$ cat src/rtl/btn_pulse_pkg.sv
// +----------------------------------------------------------------------+
// | btn_pulse_pkg : shared FSM encodings and button indices              |
// | Rev 1.0                                                              |
// +----------------------------------------------------------------------+
`default_nettype none

package btn_pulse_pkg;

  typedef enum logic [1:0] {
    ST_IDLE  = 2'd0,
    ST_PULSE = 2'd1,
    ST_GAP   = 2'd2
  } state_t;

  localparam int BTN_X1  = 0;
  localparam int BTN_X2  = 1;
  localparam int BTN_X3  = 2;
  localparam int NUM_BTN = 3;

  // Isolates the lowest set bit, which is the highest-priority request.
  function automatic logic [NUM_BTN-1:0] lowest_one(input logic [NUM_BTN-1:0] v);
    return v & (~v + {{(NUM_BTN-1){1'b0}}, 1'b1});
  endfunction

endpackage

`default_nettype wire

$ cat src/rtl/btn_debounce.sv
// +----------------------------------------------------------------------+
// | btn_debounce : 2-FF synchronizer + stability counter for one button  |
// | Rev 1.0                                                              |
// +----------------------------------------------------------------------+
`default_nettype none

module btn_debounce #(
  parameter int DB_CYCLES = 1000000
) (
  input  logic clk,
  input  logic rd,
  input  logic i_btn,
  output logic o_stable,
  output logic o_rise
);

  localparam int CW = $clog2(DB_CYCLES + 1);
  localparam logic [CW-1:0] c_cnt_last = CW'(DB_CYCLES - 1);
  localparam logic [CW-1:0] c_one      = CW'(1);

  logic          r_s1;
  logic          r_s2;
  logic          r_stable;
  logic [CW-1:0] r_cnt;
  logic          w_done;

  // The level is accepted on the edge that would bring the count to DB_CYCLES.
  assign w_done = (r_s2 != r_stable) && (r_cnt == c_cnt_last);

  always_ff @(posedge clk or negedge rd) begin
    if (!rd) begin
      r_s1     <= 1'b0;
      r_s2     <= 1'b0;
      r_stable <= 1'b0;
      r_cnt    <= '0;
    end else begin
      r_s1 <= i_btn;
      r_s2 <= r_s1;
      if (r_s2 == r_stable) begin
        r_cnt <= '0;
      end else if (w_done) begin
        r_stable <= r_s2;
        r_cnt    <= '0;
      end else begin
        r_cnt <= r_cnt + c_one;
      end
    end
  end

  assign o_stable = r_stable;
  assign o_rise   = w_done & r_s2;

endmodule

`default_nettype wire

$ cat src/rtl/btn_pulse_gen.sv
// +----------------------------------------------------------------------+
// | btn_pulse_gen : debounced, non-overlapping pulse generator x1/x2/x3  |
// | Optional macro BTN_PULSE_CNT_EN adds pulse_cnt[7:0].  Rev 1.0        |
// +----------------------------------------------------------------------+
`default_nettype none

module btn_pulse_gen
  import btn_pulse_pkg::*;
#(
  parameter int DB_CYCLES = 1000000,
  parameter int PULSE_W   = 1,
  parameter int GAP       = 4
) (
  input  logic       clk,
  input  logic       rd,
  input  logic [2:0] btn,
  output logic       x1,
  output logic       x2,
  output logic       x3,
`ifdef BTN_PULSE_CNT_EN
  output logic [7:0] pulse_cnt,
`endif
  output logic       busy
);

  localparam int CNT_MAX = (PULSE_W > GAP) ? PULSE_W : GAP;
  localparam int CNT_W   = $clog2(CNT_MAX + 1);
  localparam logic [CNT_W-1:0] c_one     = CNT_W'(1);
  localparam logic [CNT_W-1:0] c_pulse_w = CNT_W'(PULSE_W);
  localparam logic [CNT_W-1:0] c_gap     = CNT_W'(GAP);

  logic [NUM_BTN-1:0] w_stable;
  logic [NUM_BTN-1:0] w_rise;
  logic               w_unused_stable;

  for (genvar gi = 0; gi < NUM_BTN; gi++) begin : g_db
    btn_debounce #(.DB_CYCLES(DB_CYCLES)) u_db (
      .clk      (clk),
      .rd       (rd),
      .i_btn    (btn[gi]),
      .o_stable (w_stable[gi]),
      .o_rise   (w_rise[gi])
    );
  end

  assign w_unused_stable = ^w_stable;

  state_t             r_state, w_state_nx;
  logic [CNT_W-1:0]   r_cnt, w_cnt_nx;
  logic [NUM_BTN-1:0] r_pend, w_pend_clr, w_sel;
  logic [NUM_BTN-1:0] r_x, w_x_nx;

  always_ff @(posedge clk or negedge rd) begin
    if (!rd) begin
      r_state <= ST_IDLE;
      r_cnt   <= '0;
      r_pend  <= '0;
      r_x     <= '0;
    end else begin
      r_state <= w_state_nx;
      r_cnt   <= w_cnt_nx;
      // A new rise wins over a same-edge clear so no press is lost.
      r_pend  <= (r_pend & ~w_pend_clr) | w_rise;
      r_x     <= w_x_nx;
    end
  end

  always_comb begin
    w_state_nx = r_state;
    w_cnt_nx   = r_cnt;
    w_x_nx     = r_x;
    w_pend_clr = '0;
    w_sel      = lowest_one(r_pend);
    case (r_state)
      ST_IDLE: begin
        if (|r_pend) begin
          w_pend_clr = w_sel;
          w_x_nx     = w_sel;
          w_state_nx = ST_PULSE;
          w_cnt_nx   = c_one;
        end
      end
      ST_PULSE: begin
        if (r_cnt == c_pulse_w) begin
          w_x_nx     = '0;
          w_state_nx = ST_GAP;
          w_cnt_nx   = c_one;
        end else begin
          w_cnt_nx = r_cnt + c_one;
        end
      end
      ST_GAP: begin
        w_x_nx = '0;
        if (r_cnt == c_gap) begin
          w_state_nx = ST_IDLE;
          w_cnt_nx   = '0;
        end else begin
          w_cnt_nx = r_cnt + c_one;
        end
      end
      default: begin
        w_state_nx = ST_IDLE;
        w_cnt_nx   = '0;
        w_x_nx     = '0;
      end
    endcase
  end

`ifdef BTN_PULSE_CNT_EN
  logic [7:0] r_pulse_cnt;

  always_ff @(posedge clk or negedge rd) begin
    if (!rd) begin
      r_pulse_cnt <= 8'd0;
    end else if ((r_state == ST_IDLE) && (w_state_nx == ST_PULSE)) begin
      r_pulse_cnt <= r_pulse_cnt + 8'd1;
    end
  end

  assign pulse_cnt = r_pulse_cnt;
`endif

  assign x1   = r_x[BTN_X1];
  assign x2   = r_x[BTN_X2];
  assign x3   = r_x[BTN_X3];
  assign busy = (r_state != ST_IDLE) || (|r_pend);

endmodule

`default_nettype wire

$ cat config.mk
export PLATFORM = sky130hd
export DESIGN_NAME = btn_pulse_gen
export DESIGN_NICKNAME = d
export VERILOG_FILES = /design/src/rtl/btn_pulse_pkg.sv /design/src/rtl/btn_debounce.sv /design/src/rtl/btn_pulse_gen.sv
export SDC_FILE = /design/constraint.sdc
export NUM_CORES = 1
export LEC_CHECK = 0
export ABC_AREA = 0
export CORE_MARGIN = 2
export CORE_UTILIZATION = 56
export DETAILED_ROUTE_END_ITERATION = 16
export GPL_ROUTABILITY_DRIVEN = 0
export HOLD_SLACK_MARGIN = 0.08
export PLACE_DENSITY = 0.74
export SYNTH_ARGS = -nofsm -noshare
export SYNTH_HDL_FRONTEND = slang
export SYNTH_SLANG_ARGS = --single-unit
$ cat constraint.sdc
create_clock -name clk -period 2.2 [get_ports clk]
set_clock_uncertainty 0.15 [all_clocks]
set_input_delay 0.33 -clock clk [delete_from_list [all_inputs] [get_ports clk]]
set_output_delay 0.33 -clock clk [all_outputs]
set_load 0.01 [all_outputs]
==> summary.md, run 1 <==
| Metric | Value |
|---|---|
| Outcome | finished, final reports clean |
| Final min period | 2150 ps |
| Fin crit share | 97.8% |
| Inst Count DP | 499 |
| Worst-path clk slew | 80 ps |
| Actual slew at the worst max-slew pin | 558 ps |
| Number of synthesized flops with an enable pin | 0 |
| Die height | 87.4 µm |
| Worst vdd ir | 0.465 mV |
| Post-DR vias/cell | 5.84 |
| Die ar. | 0.00764 mm² |
| Clk Tree Root Cell | clkbuf_8 |
| Num rows | 30 |
| DR vias | 3011 |
| Sw frac | 22.2% |
| Clock Latency Late Sink | 340 ps |
| LEAKAGE | 0.00181 µW |
| Internal power | 2050 µW |
| DRT iter0 DRCs | 185 |
| Clock buffer depth | 2 |
| GRT Residual Overflow | 0 |
| H-tree Lvls | 3 |
| Syn_area_per_cell | 9.84 µm² |
| Post-Syn Nets | 407 |
| Initial antenna violation count | 0 |
| Setup TNS | 0 ps |
| Worst min path class | register to register |
| IO Count | 9 |
| PortBufs | 8 |
| Clk sinks | 80 |
| CTS tree | yes |
| Arrival @ worst endpoint | 2240 ps |
| Most frequent cells in the layout | dfrtp_1 (80), nor2_1 (51), xnor2_1 (26) |
| CP Capture Type | register |
| Final setup fails | 0 |
| Core area | 0.00676 mm² |
| Max FO, Critical Path | 2 |
| Pwr/cell area | 588 mW/mm² |
| Clock group share of total power | 39.0% |
| Die Wd | 87.4 µm |
| Post-synthesis instance area | 0.00389 mm² |
| Commonest non-fill, non-tap cell in the layout | dfrtp_1 |
| Fillers | 542 |
| Total wire length | 7.42 mm |
| RSZ-0062 raised after global routing | no |
| FF+latch count, synth | 80 |
| Sw power | 586 µW |
| Pin count of the biggest net entering global routing | 37 |
| Yosys top cell by area | dfrtp_1 |
| Initial Util | 57.6% |
| ANT nets after route | 0 |
| Max Clock Freq | 465 MHz |
| Nets | 443 |
| Total track usage | 21.3% |
| Yosys top cell area share | 51.4% |
| Reg power frac | 57.1% |
| Drt pass-1 iters | 4 |
| Drt wl/cell | 14.4 µm |
| DR DRC count | 0 |
| Final count of hold timing violations | 0 |
| WP data required | 2280 ps |
| Final Util | 66.3% |
| Area growth syn-to-layout | 15.0% |
| Netlist cell types | 44 |
| Synth async-reset ratio | 100% |
| First-pass GRT wire length | 12.9 mm |
| Number of global-route vias before repair | 2925 |
| Seq/Total Area, Yosys | 51.4% |
| Max Cap Viol | 0 |
| Startpoint types | register |
| ANT cells | 0 |
| Slew Viols, Final | 0 |
| Worst hold margin | 209 ps |
| Ranking of synthesized cells by area | dfrtp_1 (51%), xnor2_1 (5.8%), nor2_1 (5.1%), a21oi_1 (2.8%), xor2_1 (2.7%) |
| Synth warn | 0 |
| Layout cells sized above 1 | 14.9% |
| Relative slew margins | 62.4% |
| Non-Filler Instances | 516 |
| Logic pwr share | 3.9% |
| Most common flop cell mapped by yosys | dfrtp_1 |
| Post-Synthesis Cells | 396 |
| Critical Setup Path Class | register to register |
| Placed wire-length estimate | 5.07 mm |
| Num CTS Buffers | 9 |
synth_stat cells, types with 10 or more instances:
library cell / n
inv_1: 22
o21ai_0: 16
nor4_1: 12
or3_1: 11
or4_1: 10
a21oi_1: 22
dfrtp_1: 80
xor2_1: 12
nand3_1: 16
xnor2_1: 26
nor2_1: 53
nand2_1: 25
nand4_1: 15
registers in the layout (all words and copies together) (netlist names):
register            flops
r_cnt                   3
r_pend                  3
g_db.u_db.r_cnt        60
g_db.u_db.o_stable      3
g_db.u_db.r_s2          3
r_x                     3
g_db.u_db.r_s1          3
r_state                 2
worst max-delay path: stages (launching register included):
cell and delay (ps):
dfrtp_1 370, or4_1 530, or4_4 560, nor2_4 110
mux2_2 330
metal layers:
metal,track usage (%),wire [µm]
met5,0,0
met1,27.6,3470
met4,5.45,44
met2,34.8,3650
met3,6.54,245
power by group through the flow:
stage / registers, µW / logic [µW] / clock network, µW
5_1_grt: 1510 / 117 / 1120
3_3_place_gp: 1530 / 100 / 0
4_1_cts: 1510 / 105 / 1050
6_report: 1510 / 102 / 1030
2_1_floorplan: 1530 / 41.5 / 0
3_5_place_dp: 1530 / 102 / 0
metrics by stage:
stage | total power [µW] | instance area (µm²) | setup WS (ps)
after global routing | 2740 | 4480 | 0.731
after floorplan | 1570 | 3890 | 30.4
after CTS | 2660 | 4470 | 0.287
after global placement | 1630 | 4250 | 55.1
final | 2640 | 4480 | 48.1
after detailed placement | 1640 | 4250 | -0.691
cells by family after synthesis:
| family | after synthesis | share of synthesized area, % |
|---|---|---|
| buffers and inverters | 32 | 3.24 |
| multiplexers | 4 | 1.12 |
| XOR/XNOR | 38 | 8.54 |
| AO/OA/AOI/OAI | 57 | 9.16 |
| AND/OR/NAND/NOR | 179 | 24.6 |
| adder cells (fa/ha/maj) | 6 | 1.93 |
| flip-flops | 80 | 51.4 |
final timing paths:
kind / depth (start not counted) / endpoint / slack (ps) / start
worst max-delay path: 4 / g_db[2].u_db.o_stable$_DFFE_PN0P_ / 50 / g_db[2].u_db.r_cnt[15]$_DFF_PN0_
worst min-delay path: 0 / g_db[0].u_db.r_s2$_DFF_PN0_ / 210 / g_db[0].u_db.r_s1$_DFF_PN0_
worst max register to register: 4 / g_db[2].u_db.o_stable$_DFFE_PN0P_ / 50 / g_db[2].u_db.r_cnt[15]$_DFF_PN0_
worst min register to register: 0 / g_db[0].u_db.r_s2$_DFF_PN0_ / 210 / g_db[0].u_db.r_s1$_DFF_PN0_
max in group asynchronous: 3 / g_db[2].u_db.r_cnt[19]$_DFF_PN0_ / 1010 / rd
min in group asynchronous: 2 / g_db[1].u_db.r_cnt[13]$_DFF_PN0_ / 320 / rd
timing repair:
item,CTS,global route
endpoints found under the hold margin,34,0
gates resized for setup,6,5
setup endpoints to repair,2,24
setup buffers,1,0
hold buffers,1,0
pin swaps,1,0
layout make-up:
class	instances	area (µm²)	share of cell area (%)
clock buffers	13	179	3.99
repair buffers	35	303	6.76
clock inverters	2	12.5	0.279
well taps	80	100	2.23
multi-input cells	284	1800	40.2
flip-flops and latches	80	2000	44.7
inverters	22	82.6	1.84
(Power assumes the default switching activity.)
==> run 2, diff against run 1 <==
Settings changed: CORE_ASPECT_RATIO set to 1.2.
==> summary.md, run 2 (synthesis gave the netlist of run 1 again) <==
| Metric | Value |
|---|---|
| LEAKAGE | 0.00187 µW |
| Pin count of the biggest net entering global routing | 35 |
| Most frequent cells in the layout | dfrtp_1 (80), nor2_1 (51), buf_4 (32) |
| DRT iter0 DRCs | 121 |
| Slowest CP cell | or4_4 |
| Crit-path cells | or4_1 > or4_4 > nor2_2 > mux2_2 |
| Max reg flops | 60 |
| WP data required | 2290 ps |
| Outcome | complete, but fails checks |
| Num CTS Buffers | 9 |
| Die Wd | 80.1 µm |
| Post-DR vias/cell | 5.76 |
| Total wire length | 7.59 mm |
| Layout cells sized above 1 | 16.6% |
| Most flops, register | g_db.u_db.r_cnt |
| Final worst slack | -5.83 ps |
| ANT nets after route | 0 |
| Initial antenna violation count | 0 |
| Clock buffer depth | 2 |
| Setup slack at placement | 7.06 ps |
| Final Util | 67.9% |
| Slew Viols, Final | 0 |
| Final count of hold timing violations | 0 |
| Pwr Total | 2910 µW |
| Num rows | 33 |
| Actual slew at the worst max-slew pin | 491 ps |
| GRT Residual Overflow | 0 |
| CTS tree | yes |
| Pwr/cell area | 633 mW/mm² |
| Worst vdd ir | 0.394 mV |
| Initial Util | 57.5% |
| RSZ-0062 raised after global routing | yes |
| Startpoint types | register |
| Clk Tree Root Cell | clkbuf_8 |
| Arrival @ worst endpoint | 2300 ps |
| Max Cap Viol | 0 |
| Drt pass-1 iters | 4 |
| DR vias | 3063 |
| Area growth syn-to-layout | 18.1% |
| Fin crit share | 100% |
| ANT cells | 0 |
| Max Clock Freq | 453 MHz |
| Relative slew margins | 66.9% |
| Non-Filler Instances | 532 |
| Final min period | 2210 ps |
| Nets | 451 |
| Die height | 95.4 µm |
| Placed wire-length estimate | 5.13 mm |
| Drt wl/cell | 14.3 µm |
| H-tree Lvls | 3 |
| Core area | 0.00677 mm² |
| Final setup fails | 1 |
| Violated checks | negative setup slack |
| Total track usage | 21.3% |
| Largest stage delay, worst path | 570 ps |
| Max FO, Critical Path | 2 |
| Inst Count DP | 510 |
| Worst-path clk slew | 80 ps |
| Commonest non-fill, non-tap cell in the layout | dfrtp_1 |
| PortBufs | 8 |
| Clock Latency Late Sink | 350 ps |
| Number of global-route vias before repair | 2978 |
| Clk sinks | 80 |
| Design area | 0.00460 mm² |
| IO Count | 9 |
| Worst min path class | register to register |
| Critical Setup Path Class | register to register |
| First-pass GRT wire length | 12.6 mm |
| DR DRC count | 0 |
| Placed cell area | 0.00427 mm² |
| CP Capture Type | register |
| Die ar. | 0.00764 mm² |
-- run 2: changes by cell type in the layout (fill, tap and decap cells not counted), sizes merged --
cell / before / now
buf: 27 / 36
clkbuf: 14 / 9
bufinv: 0 / 3
clkinv: 1 / 3
-- run 2: repair_timing --
item	4_1_cts	5_1_grt
hold buffers	1	0
setup endpoints to repair	2	22
resized for setup	7	9
pin swaps	2	3
endpoints found under the hold margin	32	0
gates cloned	0	1
setup buffers	1	3
-- run 2: path summary, 6_finish.rpt --
kind / from / to / slack [ps] / depth (start not counted)
setup / recovery: g_db[2].u_db.r_cnt[15]$_DFF_PN0_ / g_db[2].u_db.o_stable$_DFFE_PN0P_ / -6 / 4
hold / removal: g_db[0].u_db.r_s1$_DFF_PN0_ / g_db[0].u_db.r_s2$_DFF_PN0_ / 210 / 0
setup reg to reg: g_db[2].u_db.r_cnt[15]$_DFF_PN0_ / g_db[2].u_db.o_stable$_DFFE_PN0P_ / -6 / 4
hold reg to reg: g_db[0].u_db.r_s1$_DFF_PN0_ / g_db[0].u_db.r_s2$_DFF_PN0_ / 210 / 0
max in group asynchronous: rd / g_db[0].u_db.r_cnt[4]$_DFF_PN0_ / 1040 / 3
min in group asynchronous: rd / g_db[1].u_db.r_cnt[12]$_DFF_PN0_ / 310 / 2
-- run 2: critical path: cells and delay by family, from the launching register on --
kind | cells | cell delay, ps
flops | 1 | 380
mux | 1 | 340
simple gates | 3 | 1230
-- run 2: metrics by stage --
stage,setup TNS (ps),hold WS (ps)
6_report,-5.83,207
2_1_floorplan,0,-116
3_3_place_gp,0,150
5_1_grt,-609,225
4_1_cts,-3.29,209
3_5_place_dp,0,153
-- run 2: metal layers --
| layer | up-vias | wire length, µm | GRT usage (%) |
|---|---|---|---|
| li1 | 1487 | - | - |
| met1 | 1510 | 3260 | 24.7 |
| met2 | 51 | 3900 | 37.2 |
| met3 | 15 | 247 | 3.79 |
| met4 | 0 | 177 | 11.6 |
| met5 | - | 0 | 0 |
-- run 2: layout make-up --
| cell class | count | area [µm²] |
|---|---|---|
| Fill cell | 523 | 2170 |
| Tap cell | 87 | 109 |
| Timing Repair Buffer | 43 | 358 |
| Multi-Input combinational cell | 284 | 1800 |
| Inverter | 22 | 82.6 |
| Sequential cell | 80 | 2000 |
| Clock buffer | 9 | 124 |
| Clock inverter | 7 | 120 |
-- run 2: power breakdown --
part	leakage [µW]	internal, µW	switching (µW)	total (µW)
logic	0.000649	38.8	66.9	106
registers	0.00110	1490	16.4	1500
clock network	0.000119	755	547	1300
==> run 3, diff against run 2 <==
Settings changed: CORE_MARGIN 2 to 1, GPL_TIMING_DRIVEN set to 1, SLEW_MARGIN set to 20.
==> summary.md, run 3 (synthesis gave the netlist of run 1 again) <==
| Metric | Value |
|---|---|
| DR vias | 2980 |
| Origin of the worst setup path | g_db[2].u_db.r_cnt[15]$_DFF_PN0_ |
| Total track usage | 22.9% |
| Outcome | finished, final reports clean |
| Final Util | 69.2% |
| Worst reg2reg path startpoint | g_db[2].u_db.r_cnt[15]$_DFF_PN0_ |
| Clock Latency Late Sink | 340 ps |
| Most flops, register | g_db.u_db.r_cnt |
| RSZ-0062 raised after global routing | yes |
| PortBufs | 8 |
| Max reg flops | 60 |
| Post-DR vias/cell | 5.65 |
| Pwr/cell area | 606 mW/mm² |
| R2R Path End | g_db[2].u_db.r_cnt[15]$_DFF_PN0_ |
| Num rows | 32 |
| ANT cells | 0 |
| Worst vdd ir | 0.326 mV |
| Worst path bufs/invs | 1 |
| Crit path depth | 5 |
| Nets | 448 |
| Placed wire-length estimate | 4.95 mm |
| Clk Tree Root Cell | clkbuf_8 |
| Crit path to | g_db[2].u_db.r_cnt[15]$_DFF_PN0_ |
| Clock group share of total power | 41.8% |
| IO Count | 9 |
| Clock buffer depth | 2 |
| Pin count of the biggest net entering global routing | 47 |
| R2R cell count | 5 |
| LEAKAGE | 0.00184 µW |
| Critical Setup Path Class | register to register |
| Sw power | 584 µW |
| Arrival @ worst endpoint | 2240 ps |
| Core area | 0.00657 mm² |
| Worst min path class | register to register |
| Logic pwr share | 3.5% |
| Die ar. | 0.00729 mm² |
| DR DRC count | 0 |
| CP Capture Type | register |
| Layout cells sized above 1 | 15.4% |
| Slowest CP cell | or4_4 |
| Crit-path cells | or4_1 > or4_4 > o21ai_1 > buf_12 > a21oi_1 |
| Area growth syn-to-layout | 16.7% |
| Total wire length | 7.23 mm |
| Reg power frac | 54.7% |
| Most frequent cells in the layout | dfrtp_1 (80), nor2_1 (51), buf_4 (28) |
| ANT nets after route | 0 |
| Drt pass-1 iters | 4 |
| Internal power | 2170 µW |
| Startpoint types | register |
| Final count of hold timing violations | 0 |
| Worst-path clk slew | 80 ps |
| Drt wl/cell | 13.7 µm |
| Max Clock Freq | 463 MHz |
| Initial antenna violation count | 0 |
| Initial Util | 59.3% |
| Num CTS Buffers | 9 |
| Crit-path leading delay family | simple AND/OR/NAND/NOR gates |
| Hold Path Origin | g_db[2].u_db.r_s1$_DFF_PN0_ |
| GRT Residual Overflow | 0 |
| Actual slew at the worst max-slew pin | 473 ps |
| Relative slew margins | 68.1% |
| Max FO, Critical Path | 20 |
| Final min period | 2160 ps |
| WP data required | 2280 ps |
| Fin crit share | 98.3% |
| Commonest non-fill, non-tap cell in the layout | dfrtp_1 |
| First-pass GRT wire length | 13.2 mm |
| FF-to-FF setup slack | 40 ps |
| Slew Viols, Final | 0 |
| Sw frac | 21.2% |
| DRT iter0 DRCs | 116 |
| Largest stage delay, worst path | 530 ps |
| Final setup fails | 0 |
| CTS tree | yes |
| Number of global-route vias before repair | 3001 |
| Pwr Total | 2750 µW |
| Max Cap Viol | 0 |
| Clk sinks | 80 |
| Die Wd | 78.1 µm |
| Die height | 93.4 µm |
| H-tree Lvls | 3 |
[run 3: cell type report]
cell class / instances / area, µm²
sequential: 80 / 2000
clock buffer: 14 / 183
clock inverter: 2 / 35.0
fill: 507 / 2020
inverter: 22 / 82.6
multi-input combinational: 284 / 1790
timing repair buffer: 40 / 348
tap: 85 / 106
[run 3: repair_timing]
action | 4_1_cts | 5_1_grt
pin swaps | 2 | 3
hold buffers | 1 | 0
setup buffers | 7 | 1
endpoints found under the setup margin | 1 | 24
resized for setup | 6 | 5
gates cloned | 0 | 0
endpoints found under the hold margin | 34 | 0
[run 3: worst min path at each step]
| stage | endpoint | slack, ps | cells after the start |
|---|---|---|---|
| 2_1_floorplan | g_db[0].u_db.o_stable$_DFFE_PN0P_ | -120 | 0 |
| 3_3_place_gp | g_db[1].u_db.r_cnt[13]$_DFF_PN0_ | 160 | 1 |
| 3_5_place_dp | g_db[1].u_db.r_cnt[13]$_DFF_PN0_ | 160 | 1 |
| 4_1_cts | g_db[2].u_db.r_s2$_DFF_PN0_ | 220 | 0 |
| 5_1_grt | g_db[2].u_db.r_s2$_DFF_PN0_ | 230 | 0 |
| 6_report | g_db[2].u_db.r_s2$_DFF_PN0_ | 210 | 0 |
[run 3: routing by layer]
metal	global-route usage (%)	vias to the layer above	part of all wire (%)
li1	-	1479	-
met1	30.0	1458	47
met2	37.5	32	49
met3	4.10	11	2.1
met4	9.57	0	1.7
met5	0	-	0
[run 3: per-stage QoR]
stage | hold slack [ps] | setup slack (ps) | setup TNS (ps) | area (µm²) | instances
CTS | 216 | 2.74 | 0 | 4540 | 527
floorplan | -116 | 30.4 | 0 | 3890 | 396
detailed placement | 162 | 35.9 | 0 | 4250 | 503
finish | 215 | 38.3 | 0 | 4550 | 527
global placement | 159 | 50.5 | 0 | 4250 | 503
global route | 229 | -34.4 | -192 | 4550 | 527
[run 3: power by group through the flow]
| stage | combinational, µW | sequential (µW) | clock, µW |
|---|---|---|---|
| 6_report | 95.9 | 1510 | 1150 |
| 5_1_grt | 112 | 1510 | 1240 |
| 4_1_cts | 99.0 | 1510 | 1180 |
| 3_5_place_dp | 96.6 | 1540 | 0 |
| 3_3_place_gp | 95.2 | 1530 | 0 |
| 2_1_floorplan | 41.5 | 1530 | 0 |
